File: src/rtl/div_unit_pkg.sv
// Shared definitions for the multi-cycle divider: FSM state codes,
// handshake level names and the EX-stage aluop codes that select it.
package div_unit_pkg;

  localparam int DIV_WIDTH = 32;

  typedef logic [1:0] div_state_bus_t;

  typedef enum logic [1:0] {
    DivFree   = 2'b00,
    DivByZero = 2'b01,
    DivOn     = 2'b10,
    DivEnd    = 2'b11
  } div_state_e;

  localparam logic DivResultReady    = 1'b1;
  localparam logic DivResultNotReady = 1'b0;
  localparam logic DivStart          = 1'b1;
  localparam logic DivStop           = 1'b0;

  localparam logic [7:0] EXE_DIV_OP  = 8'b0001_1010;
  localparam logic [7:0] EXE_DIVU_OP = 8'b0001_1011;

endpackage

File: src/rtl/div_unit_if.sv
// EX <-> divider request/response bundle. EX is the master, the divider
// the slave.
interface div_if #(parameter int WIDTH = 32);
  logic               signed_div_i;
  logic [WIDTH-1:0]   opdata1_i;
  logic [WIDTH-1:0]   opdata2_i;
  logic               start_i;
  logic               annul_i;
  logic [2*WIDTH-1:0] result_o;
  logic               ready_o;

  modport master (
    output signed_div_i, opdata1_i, opdata2_i, start_i, annul_i,
    input  result_o, ready_o
  );

  modport slave (
    input  signed_div_i, opdata1_i, opdata2_i, start_i, annul_i,
    output result_o, ready_o
  );
endinterface

File: src/rtl/div_unit.sv
// Radix-2 restoring divider for DIV/DIVU: one quotient bit per cycle on
// magnitudes, sign fixup on the final edge, result held until EX drops start.
module div_unit
  import div_unit_pkg::*;
#(
  parameter int WIDTH = 32
) (
  input  logic  clk,
  input  logic  rst,
  div_if.slave  bus
);

  localparam int CW = $clog2(WIDTH) + 1;
  localparam logic [CW-1:0] CNT_LAST = CW'(WIDTH);

  div_state_e       state;
  logic [CW-1:0]    cnt;
  logic [2*WIDTH:0] dividend;
  logic [WIDTH-1:0] divisor;
  logic             signed_r, sign1, sign2;

  logic [WIDTH:0]   diff;
  logic [WIDTH-1:0] op1_abs, op2_abs, quo, rem, quo_fix, rem_fix;

  // Extra top bit makes the borrow of the trial subtract explicit.
  assign diff    = {1'b0, dividend[2*WIDTH-1:WIDTH]} - {1'b0, divisor};

  assign op1_abs = (bus.signed_div_i & bus.opdata1_i[WIDTH-1]) ? -bus.opdata1_i : bus.opdata1_i;
  assign op2_abs = (bus.signed_div_i & bus.opdata2_i[WIDTH-1]) ? -bus.opdata2_i : bus.opdata2_i;

  assign quo     = dividend[WIDTH-1:0];
  assign rem     = dividend[2*WIDTH:WIDTH+1];
  // Remainder follows the dividend's sign; quotient is negative on sign mismatch.
  assign quo_fix = (signed_r & (sign1 ^ sign2)) ? -quo : quo;
  assign rem_fix = (signed_r & sign1) ? -rem : rem;

  always_ff @(posedge clk) begin
    if (rst) begin
      state        <= DivFree;
      cnt          <= '0;
      dividend     <= '0;
      divisor      <= '0;
      signed_r     <= 1'b0;
      sign1        <= 1'b0;
      sign2        <= 1'b0;
      bus.result_o <= '0;
      bus.ready_o  <= DivResultNotReady;
    end else begin
      case (state)
        DivFree: begin
          bus.ready_o  <= DivResultNotReady;
          bus.result_o <= '0;
          if (bus.start_i == DivStart && !bus.annul_i) begin
            signed_r <= bus.signed_div_i;
            sign1    <= bus.opdata1_i[WIDTH-1];
            sign2    <= bus.opdata2_i[WIDTH-1];
            if (bus.opdata2_i == '0) begin
              state <= DivByZero;
            end else begin
              dividend <= {{WIDTH{1'b0}}, op1_abs, 1'b0};
              divisor  <= op2_abs;
              cnt      <= '0;
              state    <= DivOn;
            end
          end
        end
        DivByZero: begin
          dividend <= '0;
          state    <= DivEnd;
        end
        DivOn: begin
          if (bus.annul_i) begin
            state       <= DivFree;
            cnt         <= '0;
            bus.ready_o <= DivResultNotReady;
          end else if (cnt != CNT_LAST) begin
            if (diff[WIDTH])
              dividend <= dividend << 1;
            else
              dividend <= {diff[WIDTH-1:0], dividend[WIDTH-1:0], 1'b1};
            cnt <= cnt + 1'b1;
          end else begin
            bus.result_o <= {rem_fix, quo_fix};
            bus.ready_o  <= DivResultReady;
            state        <= DivEnd;
            cnt          <= '0;
          end
        end
        DivEnd: begin
          if (bus.start_i == DivStop) begin
            state        <= DivFree;
            bus.ready_o  <= DivResultNotReady;
            bus.result_o <= '0;
          end else begin
            bus.ready_o <= DivResultReady;
          end
        end
        default: state <= DivFree;
      endcase
    end
  end

endmodule

File: src/flat_wrapper.sv
// flat-port wrapper written by rule: the top's interface ports become plain ports
module div_unit_flat import div_unit_pkg::*;
#(
  parameter int WIDTH = 32
)
  (clk, rst, bus_signed_div_i, bus_opdata1_i, bus_opdata2_i, bus_start_i, bus_annul_i, bus_result_o, bus_ready_o);
  div_if #(.WIDTH(WIDTH)) bus_i ();
  input  logic clk;
  input  logic rst;
  input wire logic [$bits(bus_i.signed_div_i)-1:0] bus_signed_div_i;
  input wire logic [$bits(bus_i.opdata1_i)-1:0] bus_opdata1_i;
  input wire logic [$bits(bus_i.opdata2_i)-1:0] bus_opdata2_i;
  input wire logic [$bits(bus_i.start_i)-1:0] bus_start_i;
  input wire logic [$bits(bus_i.annul_i)-1:0] bus_annul_i;
  output wire logic [$bits(bus_i.result_o)-1:0] bus_result_o;
  output wire logic [$bits(bus_i.ready_o)-1:0] bus_ready_o;
  assign bus_i.signed_div_i = bus_signed_div_i;
  assign bus_i.opdata1_i = bus_opdata1_i;
  assign bus_i.opdata2_i = bus_opdata2_i;
  assign bus_i.start_i = bus_start_i;
  assign bus_i.annul_i = bus_annul_i;
  assign bus_result_o = bus_i.result_o;
  assign bus_ready_o = bus_i.ready_o;
  div_unit #(.WIDTH(WIDTH)) u_core (.clk(clk), .rst(rst), .bus(bus_i));
endmodule
File: config.mk
export PLATFORM = sky130hd
export DESIGN_NAME = div_unit_flat
export DESIGN_NICKNAME = d
export VERILOG_FILES = /design/src/rtl/div_unit_pkg.sv /design/src/rtl/div_unit_if.sv /design/src/rtl/div_unit.sv /design/src/flat_wrapper.sv
export SDC_FILE = /design/constraint.sdc
export NUM_CORES = 1
export LEC_CHECK = 0
export ABC_AREA = 1
export CORE_ASPECT_RATIO = 0.75
export CORE_MARGIN = 2
export CORE_UTILIZATION = 60
export CTS_BUF_LIST = sky130_fd_sc_hd__clkbuf_4 sky130_fd_sc_hd__clkbuf_8
export CTS_CLUSTER_DIAMETER = 200
export DETAILED_ROUTE_END_ITERATION = 8
export GPL_TIMING_DRIVEN = 1
export PLACE_DENSITY = 0.94
export SYNTH_ARGS = -nofsm -noshare
export SYNTH_HDL_FRONTEND = slang
export SYNTH_SLANG_ARGS = --single-unit
File: constraint.sdc
create_clock -name clk -period 4.4 [get_ports clk]
set_input_delay 0.88 -clock clk [delete_from_list [all_inputs] [get_ports clk]]
set_output_delay 0.88 -clock clk [all_outputs]
set_load 0.005 [all_outputs]
; Word level (Yosys, flattened, before mapping)
; Cells that the tools add are included.
[word_totals]
in_bits = 69
elab_cells = 75
register_bits = 173
out_inout_bits = 65
[op_classes]
muxes = 29
n_reduce_logical = 14
n_eq_ne = 11
addsub = 6
n_bitwise = 6
[ops]
columns = op, count
row1 = 65-bit two-way mux, 5
row2 = 65-bit one-hot mux with 3 select lines, 1
row3 = 64-bit two-way mux, 3
row4 = 64-bit one-hot mux with 3 select lines, 1
row5 = 32-bit two-way mux, 4
row6 = 32-bit negator, 4
row7 = 32-bit by 32-bit subtractor with 33-bit output, 1
row8 = 32-bit logical NOT, 1
row9 = 6-bit two-way mux, 4
row10 = 6-bit one-hot mux with 2 select lines, 1
row11 = 2-bit two-way mux, 5
row12 = 3-bit AND reduction, 3
row13 = 2-bit inequality test (second input constant), 4
row14 = 2-bit one-hot mux with 4 select lines, 1
row15 = 6-bit by 1-bit adder with 6-bit output (second input constant), 1
row16 = 6-bit inequality test (second input constant), 1
row17 = 3-bit nonzero test, 2
row18 = 5-bit AND reduction, 1
row19 = 1-bit AND, 4
row20 = 2-bit equality test (second input constant), 2
row21 = 2-bit by 1-bit inequality test with 1-bit output (second input constant), 2
row22 = 2-bit AND reduction, 2
row23 = 4-bit AND reduction, 1
row24 = 1-bit two-way mux, 3
row25 = other kinds (9), 9

; Depth between registers and ports, before layout
[logic_depth]
word_depth = 6
depth_mapped = 17
depth_no_buf = 16

; Worst setup path after synthesis
; No wires, ideal clock.
[synth_path]
path_type = input port to flip-flop
start = input bus_opdata1_i[0]
end = register u_core.dividend[23]
cell_stages = 10
arrival_time_ns = 2.158
path_buffers = 0
setup_time_ns = 0.070
path_slack_ns = 2.172
path_cell_list = inv_1 > ha_1 > nand3_2 > nor2_1 > nand3_1 > nand2_1 > nand2_1 > o21ai_0 > nand3_1 > a21oi_1
[synth_between]
elab_chain_len = 5
[synth_rtl]
columns = element, line_no
row1 = from (decl), flat_wrapper.sv:11  ; input wire logic [$bits(bus_i.opdata1_i)-1:0] bus_opdata1_i;
row2 = 32-bit negator, div_unit.sv:28  ; assign op1_abs = (bus.signed_div_i & bus.opdata1_i[WIDTH-1]) ? -bus.opdata1_i : bus.opdata1_i;
row3 = 32-bit two-way mux, div_unit.sv:28
row4 = 65-bit two-way mux, div_unit.sv:57  ; if (bus.opdata2_i == '0) begin
row5 = 65-bit two-way mux, div_unit.sv:53  ; if (bus.start_i == DivStart && !bus.annul_i) begin
row6 = 65-bit one-hot mux with 3 select lines, div_unit.sv:49  ; case (state)
row7 = to (signal assigned), div_unit.sv:60  ; dividend <= {{WIDTH{1'b0}}, op1_abs, 1'b0};
row8 = to (signal assigned), div_unit.sv:78  ; dividend <= dividend << 1;
row9 = to (signal assigned), div_unit.sv:80  ; dividend <= {diff[WIDTH-1:0], dividend[WIDTH-1:0], 1'b1};
row10 = to (decl), div_unit.sv:18  ; logic [2*WIDTH:0] dividend;
; No other way between the ends. The select of a mux whose other input is x is not followed.
; A chain may end at the register's enable or synchronous reset.

; Final worst setup path
[layout_path]
start = register u_core.state[0]
end = register u_core.dividend[47]
[layout_between]
elab_chain_len = 3
[layout_rtl]
columns = element, line_no
row1 = from (decl), div_unit.sv:16  ; div_state_e state;
row2 = from (signal assigned), div_unit.sv:39  ; state <= DivFree;
row3 = from (signal assigned), div_unit.sv:58  ; state <= DivByZero;
row4 = from (signal assigned), div_unit.sv:63  ; state <= DivOn;
row5 = "2-bit equality test, or another cell as far along", div_unit.sv:49
row6 = "2-bit by 1-bit inequality test with 1-bit output (no line), or another cell as far along", -
row7 = 5-bit AND reduction (no line), -
; Parallel ways exist; a longest one is shown, timed or not.

==> run_results.csv <==
group,metric,value,unit
sta,hold_ws,474,ps
placement,port_buffers,133,
synthesis,synth.avg_cell_area,5.88,sq um
floorplan,initial_core_util,60.9,%
sta,maxSlewViolCount,0,
global_routing,grt_pass1_wl,66500,um
critical_path,required,4710,ps
cts,path_clk_slew,110,ps
placement,detailed_place_hpwl,32100,um
sta,min_period,3200,ps
cts,clock-sinks,173,
critical_path,start_kind,"flop",
synthesis,synth_area,0.0134,sq mm
floorplan,rows,47,
critical_path,path_cells,"inv_1 > ha_1 > buf_4 > nand2_1 > clkinv_1 > nand3_2 > buf_4 > inv_1 > nand3_1 > a21oi_1",
synthesis,synth.area.top_cells,"dfxtp_1 26%, nand2_1 17%, nand3_1 9.5%",
routing,avgViaCountPerCell,5.72,
synthesis,synth_cell_types,52,
floorplan,ios,134,
sta,fmax,312,MHz
critical_path,max_stage_delay,580,ps
critical_path,cp.arrival,3520,ps
sta,slew_headroom,28.8,%
power_and_ir_drop,irDropWorstVdd,304,uV
global_routing,grt_max_degree,63,
power_and_ir_drop,cellLeakagePower,7.02,nW
layout,fin_util,69.1,%
cts,postCtsHoldBufs,0,
synthesis,yosys.area.top_type_share,25.9,%
routing,drt_first_pass_iters,6,
placement,place.gp.congestion,1.02,
critical_path,cp_num_buf_inv,5,
layout,area_delta_synth_final,13.4,%
sta,hold_viol,0,
sta,setup_tns,0,ps
cts,h-tree-depth,4,
sta,grt_setup_unrepaired,"false",
power_and_ir_drop,p_per_area,420,mW/mm^2
sta,min_period_over_period,72.8,%
layout,nets,2471,
floorplan,core,0.0219,sq mm
critical_path,worstSetupEndpointType,"flop",
cts,cts_setup_buffers,0,
sta,clock_skew,28.1,ps
routing,ant_nets,0,
synthesis,ys_ff_latch,173,
floorplan,die_w,176,um
sta,worst_pin_slew,1070,ps
routing,drtIter0Drc,1967,
layout,antennaDiodeCount,0,
synthesis,syn_inst,2272,
cts,cts_root_buf,"clkbuf_8",
critical_path,crit_family,"buffers and inverters",
synthesis,yosysTopAreaCell,"dfxtp_1",
synthesis,ys_seq_area_share,25.9,%
floorplan,dieArea,0.0235,sq mm
cts,clock_latency,480,ps
routing,wl_per_cell,15.5,um
sta,worst_slack,1200,ps
placement,place_ws,1200,ps
routing,drc,0,
floorplan,die_h,133,um
cts,clk_path_buf_depth,2,
routing,totalWireLength,41300,um
cts,cts_made_buffers,17,
outcome,status,"finished, final reports clean",
synthesis,syn-num-nets,2385,
synthesis,yosys_warnings,0,
cts,cts_tree,"done",
cts,cts-resized-gates,0,
critical_path,cp_slowest_cell,"clkinv_1",
hold_path,min_path_type,"flop to flop",
global_routing,grt_overflow,0,
global_routing,antenna_found_initial,0,
global_routing,grt_pass1_vias,13162,
global_routing,grt_use_total,35.0,%
critical_path,critical_path_class,"flop to flop",
job,maxCapViolCount,0,
sta,setup_violations,0,
layout,drive_above_1_share,4.85,%
routing,dr_total_vias,15243,
critical_path,worstPathMaxFanout,20,
==> worst paths after layout <==
path | from | cells past startpoint | to | slack, ps
worst max register to register | u_core.state[0] | 10 | u_core.dividend[47] | 1200
worst min-delay path | u_core.bus.result_o[25] | 2 | u_core.bus.result_o[25] | 470
worst max-delay path | u_core.state[0] | 10 | u_core.dividend[47] | 1200
worst min register to register | u_core.bus.result_o[25] | 2 | u_core.bus.result_o[25] | 470
==> layout by cell type, fill, tap and decap left out, types with 3 or more instances in the layout <==
| master | n |
|---|---|
| o31ai_1 | 3 |
| dfxtp_1 | 173 |
| a21boi_0 | 5 |
| nand2_1 | 619 |
| and2_1 | 4 |
| clkinv_4 | 3 |
| nor2_4 | 3 |
| nand3_2 | 3 |
| a21oi_2 | 9 |
| a21boi_1 | 3 |
| clkbuf_8 | 17 |
| nor2_2 | 10 |
| a211oi_1 | 3 |
| nor4_1 | 3 |
| o22ai_1 | 3 |
| nand3b_1 | 10 |
| a21oi_1 | 210 |
| nor3_4 | 3 |
| nor3_2 | 5 |
| nand2_2 | 10 |
| buf_4 | 15 |
| clkdlybuf4s50_1 | 132 |
| o211ai_1 | 3 |
| nand4_1 | 29 |
| inv_8 | 5 |
| inv_1 | 316 |
| nor2_1 | 220 |
| o21ai_0 | 134 |
| nand3_1 | 253 |
| xor2_1 | 26 |
| xnor2_1 | 15 |
| inv_2 | 13 |
| ha_1 | 43 |
| o21ai_1 | 8 |
| or2_2 | 7 |
| nor3_1 | 26 |
==> worst reg2reg max path, stage by stage (launching register included) <==
cell      delay [ps]
dfxtp_1          390
inv_1             90
ha_1             290
buf_4            200
nand2_1          380
clkinv_1         580
nand3_2          220
buf_4            240
inv_1            320
nand3_1          240
a21oi_1           90
==> routing by layer <==
metal / vias to the layer above / track usage (%) / routed length (um)
met2: 921 / 47.3 / 15900
met5: - / 0 / 0
met1: 6780 / 55.4 / 19100
met4: 0 / 7.58 / 663
met3: 69 / 7.62 / 5650
li1: 7473 / - / -
==> registers in the layout, summed over array words and instances (netlist names) <==
signal / flops
u_core.dividend: 65
u_core.bus.result_o: 64
u_core.divisor: 32
u_core.cnt: 6
u_core.state: 2
u_core.bus.ready_o: 1
u_core.sign1: 1
u_core.sign2: 1
u_core.signed_r: 1
==> metrics by stage <==
stage,cells,power [mW],instance area [sq um]
2_1_floorplan,2272,4.30,13400
3_3_place_gp,2633,5.01,14700
3_5_place_dp,2633,5.07,14700
4_1_cts,2665,6.24,15200
5_1_grt,2665,6.79,15200
6_report,2665,6.36,15200
==> power by group <==
part	total [mW]	switching, mW	internal, mW
clock network	1.17	0.684	0.488
logic	3.09	2.18	0.916
registers	2.10	0.294	1.80
total	6.36	3.15	3.21
==> layout make-up <==
type	count	area, sq um
Multi-Input combinational cell	1688	8230
Fill cell	1972	6780
Sequential cell	173	3460
Timing Repair Buffer	147	1430
Inverter	331	1240
Tap cell	294	368
Clock buffer	18	241
Clock inverter	14	170
==> cells in the mapped netlist, drive strengths merged <==
master   count
nand3b      10
a22oi        2
o22ai        3
or2          9
nand3      256
o21bai       2
a211oi       3
xnor2       15
a31oi        1
buf         39
o31ai        3
a21oi      219
and2         4
o2111ai      1
o21ai      144
dfxtp      173
nor3        34
a21o         1
nor4         3
nor2       233
o211ai       3
o32ai        1
a2bb2oi      1
xor2        26
fa           1
nand2      631
inv        329
ha          43
clkbuf      41
a21boi       8
clkinv       2
nand4       30
and3         1
==> cells by family after synthesis <==
kind of cell,Yosys count,synth area share (%)
adder cells (fa/ha/maj),44,4.18
AND/OR/NAND/NOR,1211,39.2
flip-flops,173,25.9
buffers and inverters,411,12.5
XOR/XNOR,41,2.69
AO/OA/AOI/OAI,392,15.5
Power figures use the tool's default switching activity.
